$ cat src/rtl/pipe_ctrl_pkg.sv
// Shared definitions for the pipelined RV32I control unit: opcode values,
// ALU-operation and write-back select encodings, and the control bundle.
package pipe_ctrl_pkg;

   localparam logic [6:0] R_TYPE = 7'b0110011;
   localparam logic [6:0] I_TYPE = 7'b0010011;
   localparam logic [6:0] LOAD   = 7'b0000011;
   localparam logic [6:0] STORE  = 7'b0100011;
   localparam logic [6:0] BR     = 7'b1100011;
   localparam logic [6:0] LUI    = 7'b0110111;
   localparam logic [6:0] JAL    = 7'b1101111;
   localparam logic [6:0] JALR   = 7'b1100111;

   typedef enum logic [1:0] {
      ALU_ADD = 2'b00,
      ALU_BR  = 2'b01,
      ALU_R   = 2'b10,
      ALU_I   = 2'b11
   } aluop_e;

   typedef enum logic [1:0] {
      WB_ALU = 2'b00,
      WB_MEM = 2'b01,
      WB_PC4 = 2'b10,
      WB_IMM = 2'b11
   } wbsel_e;

   typedef struct packed {
      logic   alusrc;
      aluop_e aluop;
      logic   branch;
      logic   jump;
      logic   jalr;
      logic   memread;
      logic   memwrite;
      logic   regwrite;
      wbsel_e wbsel;
   } ctrl_bundle_t;

   localparam ctrl_bundle_t CTRL_NOP = '{
      alusrc:   1'b0,
      aluop:    ALU_ADD,
      branch:   1'b0,
      jump:     1'b0,
      jalr:     1'b0,
      memread:  1'b0,
      memwrite: 1'b0,
      regwrite: 1'b0,
      wbsel:    WB_ALU
   };

endpackage

$ cat src/rtl/pipe_ctrl_unit_decode.sv
// ID-stage opcode decoder: produces the control bundle, the destination
// register to carry forward, source-register usage flags and the illegal flag.
module ctrl_decode
   import pipe_ctrl_pkg::*;
#(
   parameter int OPC_W   = 7,
   parameter int RA_W    = 5,
   parameter int EN_JUMP = 1
) (
   input  logic             valid,
   input  logic [OPC_W-1:0] opcode,
   input  logic [RA_W-1:0]  rd,
   output ctrl_bundle_t     bundle,
   output logic [RA_W-1:0]  rd_out,
   output logic             use_rs1,
   output logic             use_rs2,
   output logic             illegal
);

   ctrl_bundle_t raw_s;
   logic         raw_use1_s;
   logic         raw_use2_s;
   logic         known_s;

   // Opcode lookup table, independent of the valid qualifier.
   always_comb begin
      raw_s      = CTRL_NOP;
      raw_use1_s = 1'b0;
      raw_use2_s = 1'b0;
      known_s    = 1'b1;
      case (opcode)
         R_TYPE: begin
            raw_s.aluop    = ALU_R;
            raw_s.regwrite = 1'b1;
            raw_use1_s     = 1'b1;
            raw_use2_s     = 1'b1;
         end
         I_TYPE: begin
            raw_s.alusrc   = 1'b1;
            raw_s.aluop    = ALU_I;
            raw_s.regwrite = 1'b1;
            raw_use1_s     = 1'b1;
         end
         LOAD: begin
            raw_s.alusrc   = 1'b1;
            raw_s.aluop    = ALU_ADD;
            raw_s.memread  = 1'b1;
            raw_s.regwrite = 1'b1;
            raw_s.wbsel    = WB_MEM;
            raw_use1_s     = 1'b1;
         end
         STORE: begin
            raw_s.alusrc   = 1'b1;
            raw_s.aluop    = ALU_ADD;
            raw_s.memwrite = 1'b1;
            raw_use1_s     = 1'b1;
            raw_use2_s     = 1'b1;
         end
         BR: begin
            raw_s.aluop    = ALU_BR;
            raw_s.branch   = 1'b1;
            raw_use1_s     = 1'b1;
            raw_use2_s     = 1'b1;
         end
         LUI: begin
            raw_s.alusrc   = 1'b1;
            raw_s.regwrite = 1'b1;
            raw_s.wbsel    = WB_IMM;
         end
         JAL: begin
            if (EN_JUMP != 0) begin
               raw_s.jump     = 1'b1;
               raw_s.regwrite = 1'b1;
               raw_s.wbsel    = WB_PC4;
            end else begin
               known_s = 1'b0;
            end
         end
         JALR: begin
            if (EN_JUMP != 0) begin
               raw_s.alusrc   = 1'b1;
               raw_s.jalr     = 1'b1;
               raw_s.regwrite = 1'b1;
               raw_s.wbsel    = WB_PC4;
               raw_use1_s     = 1'b1;
            end else begin
               known_s = 1'b0;
            end
         end
         default: begin
            known_s = 1'b0;
         end
      endcase
   end

   // Qualify with valid: empty or unknown slots become a NOP that reads no
   // registers, so they can never trigger a load-use stall.
   always_comb begin
      if (valid && known_s) begin
         bundle          = raw_s;
         bundle.regwrite = raw_s.regwrite & (rd != {RA_W{1'b0}});
         rd_out          = rd;
         use_rs1         = raw_use1_s;
         use_rs2         = raw_use2_s;
         illegal         = 1'b0;
      end else begin
         bundle          = CTRL_NOP;
         rd_out          = {RA_W{1'b0}};
         use_rs1         = 1'b0;
         use_rs2         = 1'b0;
         illegal         = valid;
      end
   end

endmodule

$ cat src/rtl/pipe_ctrl_unit.sv
// Pipelined control unit: decodes in ID, carries control through the
// ID/EX, EX/MEM and MEM/WB registers, and resolves load-use stalls and
// redirect flushes.
module pipe_ctrl_unit
   import pipe_ctrl_pkg::*;
#(
   parameter int OPC_W     = 7,
   parameter int RA_W      = 5,
   parameter int EN_JUMP   = 1,
   parameter int EN_HAZARD = 1
) (
   input  logic             clk,
   input  logic             rst_n,
   input  logic             id_valid_i,
   input  logic [OPC_W-1:0] id_opcode_i,
   input  logic [RA_W-1:0]  id_rs1_i,
   input  logic [RA_W-1:0]  id_rs2_i,
   input  logic [RA_W-1:0]  id_rd_i,
   input  logic             ex_redirect_i,
   output logic             stall_o,
   output logic             flush_ifid_o,
   output logic             illegal_o,
   output logic             ex_alusrc_o,
   output logic [1:0]       ex_aluop_o,
   output logic             ex_branch_o,
   output logic             ex_jump_o,
   output logic             ex_jalr_o,
   output logic             ex_memread_o,
   output logic [RA_W-1:0]  ex_rd_o,
   output logic             mem_memread_o,
   output logic             mem_memwrite_o,
   output logic             wb_regwrite_o,
   output logic [1:0]       wb_wbsel_o,
   output logic [RA_W-1:0]  wb_rd_o
);

   ctrl_bundle_t    id_bundle_s;
   logic [RA_W-1:0] id_rd_s;
   logic            use_rs1_s;
   logic            use_rs2_s;
   logic            hazard_s;
   logic            bubble_s;

   ctrl_bundle_t    ex_ctrl_r;
   logic [RA_W-1:0] ex_rd_r;
   ctrl_bundle_t    mem_ctrl_r;
   logic [RA_W-1:0] mem_rd_r;
   ctrl_bundle_t    wb_ctrl_r;
   logic [RA_W-1:0] wb_rd_r;

   ctrl_decode #(
      .OPC_W   (OPC_W),
      .RA_W    (RA_W),
      .EN_JUMP (EN_JUMP)
   ) u_decode (
      .valid   (id_valid_i),
      .opcode  (id_opcode_i),
      .rd      (id_rd_i),
      .bundle  (id_bundle_s),
      .rd_out  (id_rd_s),
      .use_rs1 (use_rs1_s),
      .use_rs2 (use_rs2_s),
      .illegal (illegal_o)
   );

   // Load-use detection: the load in EX writes a register the ID instruction reads.
   always_comb begin
      hazard_s = 1'b0;
      if ((EN_HAZARD != 0) && ex_ctrl_r.memread && (ex_rd_r != {RA_W{1'b0}})) begin
         hazard_s = (use_rs1_s && (id_rs1_i == ex_rd_r)) ||
                    (use_rs2_s && (id_rs2_i == ex_rd_r));
      end else begin
         hazard_s = 1'b0;
      end
   end

   // A redirect overrides the stall; either event injects a bubble into ID/EX.
   assign stall_o      = hazard_s & ~ex_redirect_i;
   assign flush_ifid_o = ex_redirect_i;
   assign bubble_s     = hazard_s | ex_redirect_i;

   // ID/EX stage register: decoded bundle or bubble.
   always_ff @(posedge clk or negedge rst_n) begin
      if (!rst_n) begin
         ex_ctrl_r <= CTRL_NOP;
         ex_rd_r   <= {RA_W{1'b0}};
      end else if (bubble_s) begin
         ex_ctrl_r <= CTRL_NOP;
         ex_rd_r   <= {RA_W{1'b0}};
      end else begin
         ex_ctrl_r <= id_bundle_s;
         ex_rd_r   <= id_rd_s;
      end
   end

   // EX/MEM stage register: always advances.
   always_ff @(posedge clk or negedge rst_n) begin
      if (!rst_n) begin
         mem_ctrl_r <= CTRL_NOP;
         mem_rd_r   <= {RA_W{1'b0}};
      end else begin
         mem_ctrl_r <= ex_ctrl_r;
         mem_rd_r   <= ex_rd_r;
      end
   end

   // MEM/WB stage register: always advances.
   always_ff @(posedge clk or negedge rst_n) begin
      if (!rst_n) begin
         wb_ctrl_r <= CTRL_NOP;
         wb_rd_r   <= {RA_W{1'b0}};
      end else begin
         wb_ctrl_r <= mem_ctrl_r;
         wb_rd_r   <= mem_rd_r;
      end
   end

   assign ex_alusrc_o    = ex_ctrl_r.alusrc;
   assign ex_aluop_o     = ex_ctrl_r.aluop;
   assign ex_branch_o    = ex_ctrl_r.branch;
   assign ex_jump_o      = ex_ctrl_r.jump;
   assign ex_jalr_o      = ex_ctrl_r.jalr;
   assign ex_memread_o   = ex_ctrl_r.memread;
   assign ex_rd_o        = ex_rd_r;
   assign mem_memread_o  = mem_ctrl_r.memread;
   assign mem_memwrite_o = mem_ctrl_r.memwrite;
   assign wb_regwrite_o  = wb_ctrl_r.regwrite;
   assign wb_wbsel_o     = wb_ctrl_r.wbsel;
   assign wb_rd_o        = wb_rd_r;

endmodule
$ cat config.mk
export PLATFORM = sky130hd
export DESIGN_NAME = pipe_ctrl_unit
export DESIGN_NICKNAME = d
export VERILOG_FILES = /design/src/rtl/pipe_ctrl_pkg.sv /design/src/rtl/pipe_ctrl_unit_decode.sv /design/src/rtl/pipe_ctrl_unit.sv
export SDC_FILE = /design/constraint.sdc
export NUM_CORES = 1
export LEC_CHECK = 0
export ABC_AREA = 1
export CAP_MARGIN = 10
export CORE_ASPECT_RATIO = 0.5
export CORE_MARGIN = 5
export CORE_UTILIZATION = 46
export CTS_BUF_LIST = sky130_fd_sc_hd__clkbuf_4 sky130_fd_sc_hd__clkbuf_8
export DETAILED_ROUTE_END_ITERATION = 16
export DONT_BUFFER_PORTS = 1
export PLACE_DENSITY = 0.68
export SLEW_MARGIN = 0
export SYNTH_ARGS = -nofsm -noshare
export SYNTH_HDL_FRONTEND = slang
export SYNTH_SLANG_ARGS = --single-unit
export TNS_END_PERCENT = 30
$ cat constraint.sdc
create_clock -name clk -period 1.8 [get_ports clk]
set_input_delay 0.54 -clock clk [delete_from_list [all_inputs] [get_ports clk]]
set_output_delay 0.54 -clock clk [all_outputs]
set_load 0.01 [all_outputs]
==> reports/metrics.cfg, run 1 <==
[power_and_ir_drop]
vdd_ir_drop_max_mv=0.526
leakagePower_nw=1.03
pwr_density_cell_nw_per_um2=824

[clock_tree]
cts_tree=done
cts_max_level=2
clkTransAtPathRegs_ps=60
cts_max_path_buffers=2
cts_buffers=5
cts.sinks=34
clk_latency_ps=280
cts_root_buf=clkbuf_8

[global_routing]
antenna_found_initial=0
track_usage_pct=14.4
grt_pass1_vias=1026
gr-total-overflow=0
grt_max_degree=35
grt_pass1_wl_mm=4.69

[synth]
synth_area_sq_um=1460
synthTopCellsByArea=dfrtp_1, nand2_1, nor2_2, inv_1, xnor2_1
postSynthCellCount=149
syn-num-nets=175
postSynthAreaPerCell_sq_um=9.78
yosys_warnings=0
synth-seq-cells=34
yosys.area.top_type=dfrtp_1
seq_area_frac_synth_pct=58.4
synth_cell_types=20
synth_top_area_share_pct=58.4

[finish]
diodes=0
layout.nets=207
drive_gt1_share_pct=40.7
synthToLayoutAreaGrowth_pct=28.8
final_util_pct=62.3
stdcell_count=222

[worst_setup_path]
cp_max_fo=5
critical_path_class=reg2out
crit_path_end_kind=primary output
worst_r2r_path_depth=12
cp.arrival_ps=1480
startpoint_type=register
crit_path_end=stall_o
rrSetupSlack_ps=120
required_ps=1260
reg2reg_from=ex_rd_o[1]
crit_start=ex_rd_o[1]
worstReg2RegEnd=ex_ctrl_r[1]

[route]
vias_per_cell=4.66
drtIter0Drc=15
firstDrtPassIters=4
vias=1034
antenna_left=0
wl_per_cell_microns=13.0
drc=0
drt-total-wl_mm=2.88

[status]
status=complete, but fails checks
violations=negative setup slack

[timing]
rsz0062_at_grt=true
period_minus_slack_ps=2020
fin_ws_ps=-220
drv_slew=0
finalSetupViolCount=2
fin_skew_ps=4.31
tns_ps=-305
fin_crit_sh_pct=112
fmax_mhz=495
final_hold_viol_count=0
tightestPinTransition_ps=294
max-slew-margin-rel_pct=80.4

[worst_hold_path]
hp-class=in2async

[place]
hpwl_mm=2.14
port_buffers=0
gp_congestion=0.860
placed_cells=206

[floorplanning]
dieArea_sq_um=4460
io_pins=51
rows=14
start_util_pct=48.4
dieHeight_microns=49.8
core_sq_um=3010
die_w_microns=89.6

[run]
maxCapViolCount=0

-- cells in the mapped netlist (all sizes together) --
master / instances
dfrtp: 34
buf: 4
inv: 22
nor4: 1
nor3: 4
nand3: 10
o21ai: 2
xor2: 1
xnor2: 7
nor2: 29
nand4: 2
nand2: 33
-- through the flow --
stage	instance area, sq um	power [mW]	hold slack [ps]	worst slack [ps]
final	1880	1.55	82.5	-220
after global routing	1880	1.62	76.3	-331
after CTS	1830	1.57	82.8	-254
after detailed placement	1630	0.854	245	-235
after global placement	1630	0.852	245	-185
after floorplan	1460	0.837	244	-159
-- logic make-up after synthesis --
kind of cell,synth area share [%]
xor+xnor,4.81
buf+inv,7.98
flops,58.4
compound gates,0.687
simple gates,28.2
-- per-layer routing --
metal	global-route usage, %	vias to the layer above	part of all wire (%)
li1	-	511	-
met1	16.6	474	39
met2	22.3	39	51
met3	7.99	10	8.1
met4	5.20	0	1.9
met5	0	-	0
-- layout by cell type, fill, tap and decap left out, drive strengths merged --
| cell type | count |
|---|---|
| buf | 29 |
| bufinv | 1 |
| clkbuf | 7 |
| dfrtp | 34 |
| inv | 22 |
| nand2 | 33 |
| nand3 | 10 |
| nand4 | 2 |
| nor2 | 29 |
| nor3 | 4 |
| nor4 | 1 |
| o21ai | 2 |
| xnor2 | 7 |
| xor2 | 1 |
-- power breakdown --
part           leakage (nW)  switching (mW)  total (mW)  internal [mW]
combinational         0.502          0.0565      0.0950         0.0384
clock                0.0593           0.239       0.683          0.444
sequential            0.470         0.00244       0.770          0.767
-- cell type report --
type,count,area (sq um)
Clock buffer,7,83.8
Clock inverter,1,30.0
Fill cell,251,1140
Inverter,22,82.6
Multi-Input combinational cell,89,546
Sequential cell,34,855
Tap cell,40,50.0
Timing Repair Buffer,29,230
-- worst min-delay path by stage --
stage                from            end  slack (ps)  depth (start not counted)
finish              rst_n      ex_jump_o          80                          1
floorplan           rst_n  ex_aluop_o[0]         240                          0
global route        rst_n  mem_memread_o          80                          1
CTS                 rst_n      ex_jump_o          80                          1
detailed placement  rst_n      ex_jump_o         240                          0
global placement    rst_n      ex_jump_o         250                          0
-- registers in the layout, summed over array words and instances (netlist names), 2 cells and up --
name,cells
ex_aluop_o,2
ex_ctrl_r,4
ex_rd_o,5
mem_ctrl_r,3
mem_rd_r,5
wb_rd_o,5
wb_wbsel_o,2
-- what timing repair did --
item | 4_1_cts | 5_1_grt
cloned | 0 | 0
endpoints found under the hold margin | 34 | 0
setup buffers | 4 | 3
endpoints found under the setup margin | 2 | 2
pin swaps | 4 | 9
hold buffers | 1 | 0
resized for setup | 10 | 5
-- critical path, cell delays in order (launching register included) --
cell and delay (ps):
dfrtp_1 440, inv_1 70, nand2_1 40, nand2_1 50
nand3_1 80, nor2_2 140, nand2_1 80, nand2_2 90
nand3_4 90, nor2_4 110
Note: power is estimated with default switching activity, not from simulation.
==> run 2: changes to the inputs <==
--- a/config.mk
+++ b/config.mk
@@ -13,7 +13,6 @@
 export CTS_BUF_LIST = sky130_fd_sc_hd__clkbuf_4 sky130_fd_sc_hd__clkbuf_8
 export DETAILED_ROUTE_END_ITERATION = 16
 export DONT_BUFFER_PORTS = 1
-export PLACE_DENSITY = 0.68
 export SLEW_MARGIN = 0
 export SYNTH_ARGS = -nofsm -noshare
 export SYNTH_HDL_FRONTEND = slang
==> run 2 against run 1 <==
Compared with the run above:
- the run still ends with negative setup slack left
- core utilization decreased by 2.3 points
- worst hold slack about the same
- power increased by 0.16%
- die area unchanged
- design area decreased by 3.7%
- via count decreased by 4.2%
- critical path depth unchanged
- final cell count decreased by 4.1%
- setup slack improved by 21 ps
- register-to-register slack improved by 100 ps
- highest routed layer unchanged
==> reports/metrics.cfg, run 2 (same netlist as run 1, synthesis figures left out) <==
[clock_tree]
cts_buffers=5
cts_root_buf=clkbuf_8
clk_latency_ps=280
cts.sinks=34
cts_max_level=2
cts_tree=done
cts_max_path_buffers=2
clkTransAtPathRegs_ps=60

[power_and_ir_drop]
leakagePower_nw=0.989
vdd_ir_drop_max_mv=0.442
pwr_density_cell_nw_per_um2=857
power_mw=1.55

[floorplanning]
start_util_pct=48.4
dieHeight_microns=49.8
io_pins=51
rows=14
die_w_microns=89.6
dieArea_sq_um=4460
core_sq_um=3010

[timing]
finalSetupViolCount=2
final_hold_viol_count=0
fin_crit_sh_pct=111
fmax_mhz=500
max-slew-margin-rel_pct=83.1
fin_ws_ps=-198
hold-worst-slack_ps=82.5
tightestPinTransition_ps=251
period_minus_slack_ps=2000
drv_slew=0
rsz0062_at_grt=true
fin_skew_ps=4.53

[route]
top_layer_used=met4
drc=0
vias_per_cell=4.65
antenna_left=0
drtIter0Drc=30
drt-total-wl_mm=2.73
firstDrtPassIters=4
wl_met1_mm=1.15
met3_length_microns=237
vias=991
wl_per_cell_microns=12.8
met2_wirelength_mm=1.30

[global_routing]
gr-total-overflow=0
antenna_found_initial=0
grt_max_degree=35
grt_pass1_wl_mm=4.51
grt_pass1_vias=986
track_usage_pct=13.9

[finish]
multi_input_area_sq_um=539
final_common_cell=dfrtp_1
n_fill_cell=255
layout.nets=199
synthToLayoutAreaGrowth_pct=24.0
final_cell_mix=dfrtp_1, nand2_1, buf_4, inv_1, nor2_2
regArea_sq_um=853
drive_gt1_share_pct=37.0
diodes=0
final_area_sq_um=1810

[status]
violations=negative setup slack
status=complete, but fails checks

[worst_setup_path]
slowest_stage=nor2_4
crit_family=simple AND/OR/NAND/NOR gates
critical_path_buf_inv_count=1
startpoint_type=input port
crit_chain=inv_1 > nand2_1 > nor2_4 > nand2_1 > nand3_1 > nor2_2 > nor2_2 > nand3_4 > nor2_4
reg2reg_from=ex_rd_o[2]
crit_start=id_opcode_i[3]
cp_max_fo=6
critical_path_class=in2out
crit_path_end_kind=primary output
cp.arrival_ps=1460
cpPeakStageDelay_ps=180
required_ps=1260

[place]
gp_congestion=0.799
port_buffers=0
hpwl_mm=2.11
place_area_sq_um=1610

[run]
maxCapViolCount=0

[worst_hold_path]
hp-class=in2async

[run 2: changes by cell type in the layout (fill, tap and decap cells not counted), sizes merged]
| cell | delta |
|---|---|
| buf | -8 |
| clkbuf | -1 |
[run 2: timing repair]
item	4_1_cts	5_1_grt
hold buffers	1	0
buffers inserted	2	0
endpoints found under the hold margin	34	0
gates resized for setup	6	7
gates cloned	0	0
pin swaps	4	3
endpoints found under the setup margin	2	2
[run 2: report_power, final]
part           internal, mW  leakage [nW]  switching, mW
clock network         0.442        0.0573          0.249
logic                0.0361         0.461         0.0531
registers             0.767         0.471        0.00240
[run 2: metal layers]
layer,GRT usage [%],vias to the layer above
li1,-,494
met1,16.9,451
met2,20.6,40
met3,5.82,6
met4,7.43,0
met5,0,-
[run 2: final timing paths]
check | endpoint | cells past startpoint | slack [ps]
max | stall_o | 9 | -200
max in group asynchronous | ex_rd_o[1] | 1 | 1540
min in group clk | mem_ctrl_r[0] | 0 | 350
max reg2reg | ex_ctrl_r[0] | 9 | 220
min reg2reg | mem_ctrl_r[0] | 0 | 350
min | ex_ctrl_r[1] | 1 | 80
[run 2: final cells by class]
cell class	instances	area share [%]
Multi-Input combinational cell	89	29.8
Timing Repair Buffer	21	9.41
Sequential cell	34	47.2
Clock inverter	1	1.66
Inverter	22	4.57
Clock buffer	6	4.57
Tap cell	40	2.77
[run 2: metrics by stage]
step,setup slack (ps),TNS (ps),cells,util [%]
4_1_cts,-250,-371,213,59.3
3_5_place_dp,-247,-1450,203,53.5
5_1_grt,-304,-492,213,60.0
2_1_floorplan,-159,-159,149,-
6_report,-198,-305,213,60.0
3_3_place_gp,-228,-1140,203,53.5
==> run 3: changes to the inputs <==
--- a/config.mk
+++ b/config.mk
@@ -5,7 +5,6 @@
 export SDC_FILE = /design/constraint.sdc
 export NUM_CORES = 1
 export LEC_CHECK = 0
-export ABC_AREA = 1
 export CAP_MARGIN = 10
 export CORE_ASPECT_RATIO = 0.5
 export CORE_MARGIN = 5
==> run 3 against run 2 <==
Compared with the run above:
- the flow still finishes with violations (negative setup slack)
- synthesized cell count decreased by 26%
- global-route usage increased by 2.3 points
- clock power decreased by 1%
- wire length increased by 17%
==> reports/metrics.cfg, run 3 <==
[timing]
drv_slew=0
final_hold_viol_count=0
fin_skew_ps=4.67
tightestPinTransition_ps=556
fin_crit_sh_pct=134
fin_ws_ps=-619
period_minus_slack_ps=2420
fmax_mhz=413
rsz0062_at_grt=true
hold-worst-slack_ps=86.0
max-slew-margin-rel_pct=62.8
finalSetupViolCount=16
tns_ps=-3670

[clock_tree]
cts_tree=done
clk_latency_ps=280
cts_max_level=2
clkTransAtPathRegs_ps=60
cts_buffers=5
cts_root_buf=clkbuf_8
cts.sinks=34
cts_max_path_buffers=2

[route]
met2_wirelength_mm=1.35
firstDrtPassIters=4
antenna_left=0
vias=959
vias_per_cell=5.58
wl_met1_mm=1.47
drt-total-wl_mm=3.20
top_layer_used=met4
met3_length_microns=334
drc=0
drtIter0Drc=48
wl_per_cell_microns=18.6

[floorplanning]
start_util_pct=46.8
die_w_microns=87.1
core_sq_um=2930
rows=14
dieArea_sq_um=4230
io_pins=51
dieHeight_microns=48.6

[global_routing]
gr-total-overflow=0
grt_pass1_vias=922
grt_pass1_wl_mm=5.02
antenna_found_initial=0
grt_max_degree=35
track_usage_pct=16.2

[run]
maxCapViolCount=0

[power_and_ir_drop]
pwr_density_cell_nw_per_um2=841
vdd_ir_drop_max_mv=0.381
leakagePower_nw=0.814
power_mw=1.55

[place]
pre_cts_slack_ps=-551
port_buffers=0
hpwl_mm=2.33
gp_congestion=0.811

[synth]
synth.most_common_cell=dfrtp_1
syn-num-nets=137
postSynthAreaPerCell_sq_um=12.3
seq_area_frac_synth_pct=62.2
synth-seq-cells=34
synth_flop_cell=dfrtp_1
yosys.area.top_type=dfrtp_1
postSynthCellCount=111
synthTopCellsByArea=dfrtp_1, nor4_1, xnor2_1, xor2_1, nor3b_1
async_flop_share_pct=100
synth_cell_types=33
synthTopCellsByCount=dfrtp_1, nor4_1
yosys_warnings=0
synth_area_sq_um=1370
synth_edf_count=0
synth_top_area_share_pct=62.2

[finish]
final_common_cell=dfrtp_1
drive_gt1_share_pct=41.7
final_util_pct=62.9
layout.nets=158
synthToLayoutAreaGrowth_pct=34.4
diodes=0
final_cell_mix=dfrtp_1, buf_4, clkbuf_8

[worst_setup_path]
critical_path_class=reg2out
cp.arrival_ps=1880
crit_path_end_kind=primary output
cp_max_fo=2
worst_r2r_path_depth=8
required_ps=1260
rrSetupSlack_ps=-310
startpoint_type=register
reg2reg_from=ex_rd_o[4]
worstReg2RegEnd=ex_alusrc_o

[status]
violations=negative setup slack
status=complete, but fails checks

[worst_hold_path]
hp-class=in2async

-- run 3: cell count changes in the layout (fill, tap and decap cells not counted), sizes merged, moves of 3 or more --
cell and change:
nand3 -10, nor4 +6, or4 +4, xor2 +4
o21ai +3, nor3b +5, nand2 -29, nor2 -27
inv -19
-- run 3: critical path, stage by stage (launching register included) --
cell	delay, ps
dfrtp_1	420
xnor2_2	180
nand4_1	100
or4_4	540
a21oi_4	160
and3_4	200
-- run 3: cell type report --
class                           count  area, sq um
Timing Repair Buffer               22          196
Multi-Input combinational cell     66          618
Tap cell                           40         50.0
Clock inverter                      1         30.0
Fill cell                         212         1090
Sequential cell                    34          851
Inverter                            3         11.3
Clock buffer                        6         82.6
-- run 3: routing by layer --
layer	vias to the layer above	GRT usage, %
li1	438	-
met1	473	23.0
met2	42	20.8
met3	6	8.64
met4	0	5.36
met5	-	0
-- run 3: timing repair --
item	4_1_cts	5_1_grt
pin swaps	20	4
hold endpoints to repair	34	0
endpoints found under the setup margin	16	17
hold buffers	1	0
buffers inserted	4	0
resized for setup	30	4
-- run 3: stage by stage --
step / instance area, sq um / cells
after floorplan: 1380 / 111
after global placement: 1500 / 161
after detailed placement: 1500 / 161
after CTS: 1820 / 173
after global routing: 1840 / 172
final: 1840 / 172
-- run 3: power by group --
group | internal, mW | total (mW) | switching, mW
combinational | 0.0459 | 0.0960 | 0.0500
clock | 0.442 | 0.681 | 0.239
sequential | 0.767 | 0.769 | 0.00206
-- run 3: worst max path at each step --
stage              startpoint      end  cells after the start
2_1_floorplan  id_opcode_i[2]  stall_o                      6
3_3_place_gp      id_rs2_i[1]  stall_o                      5
3_5_place_dp   id_opcode_i[0]  stall_o                      5
4_1_cts            ex_rd_o[1]  stall_o                      5
5_1_grt            ex_rd_o[4]  stall_o                      6
6_report           ex_rd_o[1]  stall_o                      5
-- run 3: logic make-up (layout without fill, tap and decap cells) --
family	Yosys count	in the layout	share of synthesized area (%)
AND/OR/NAND/NOR	42	42	19.7
flip-flops	34	34	62.2
AO/OA/AOI/OAI	14	14	7.31
buffers and inverters	11	32	4.48
XOR/XNOR	10	10	6.40
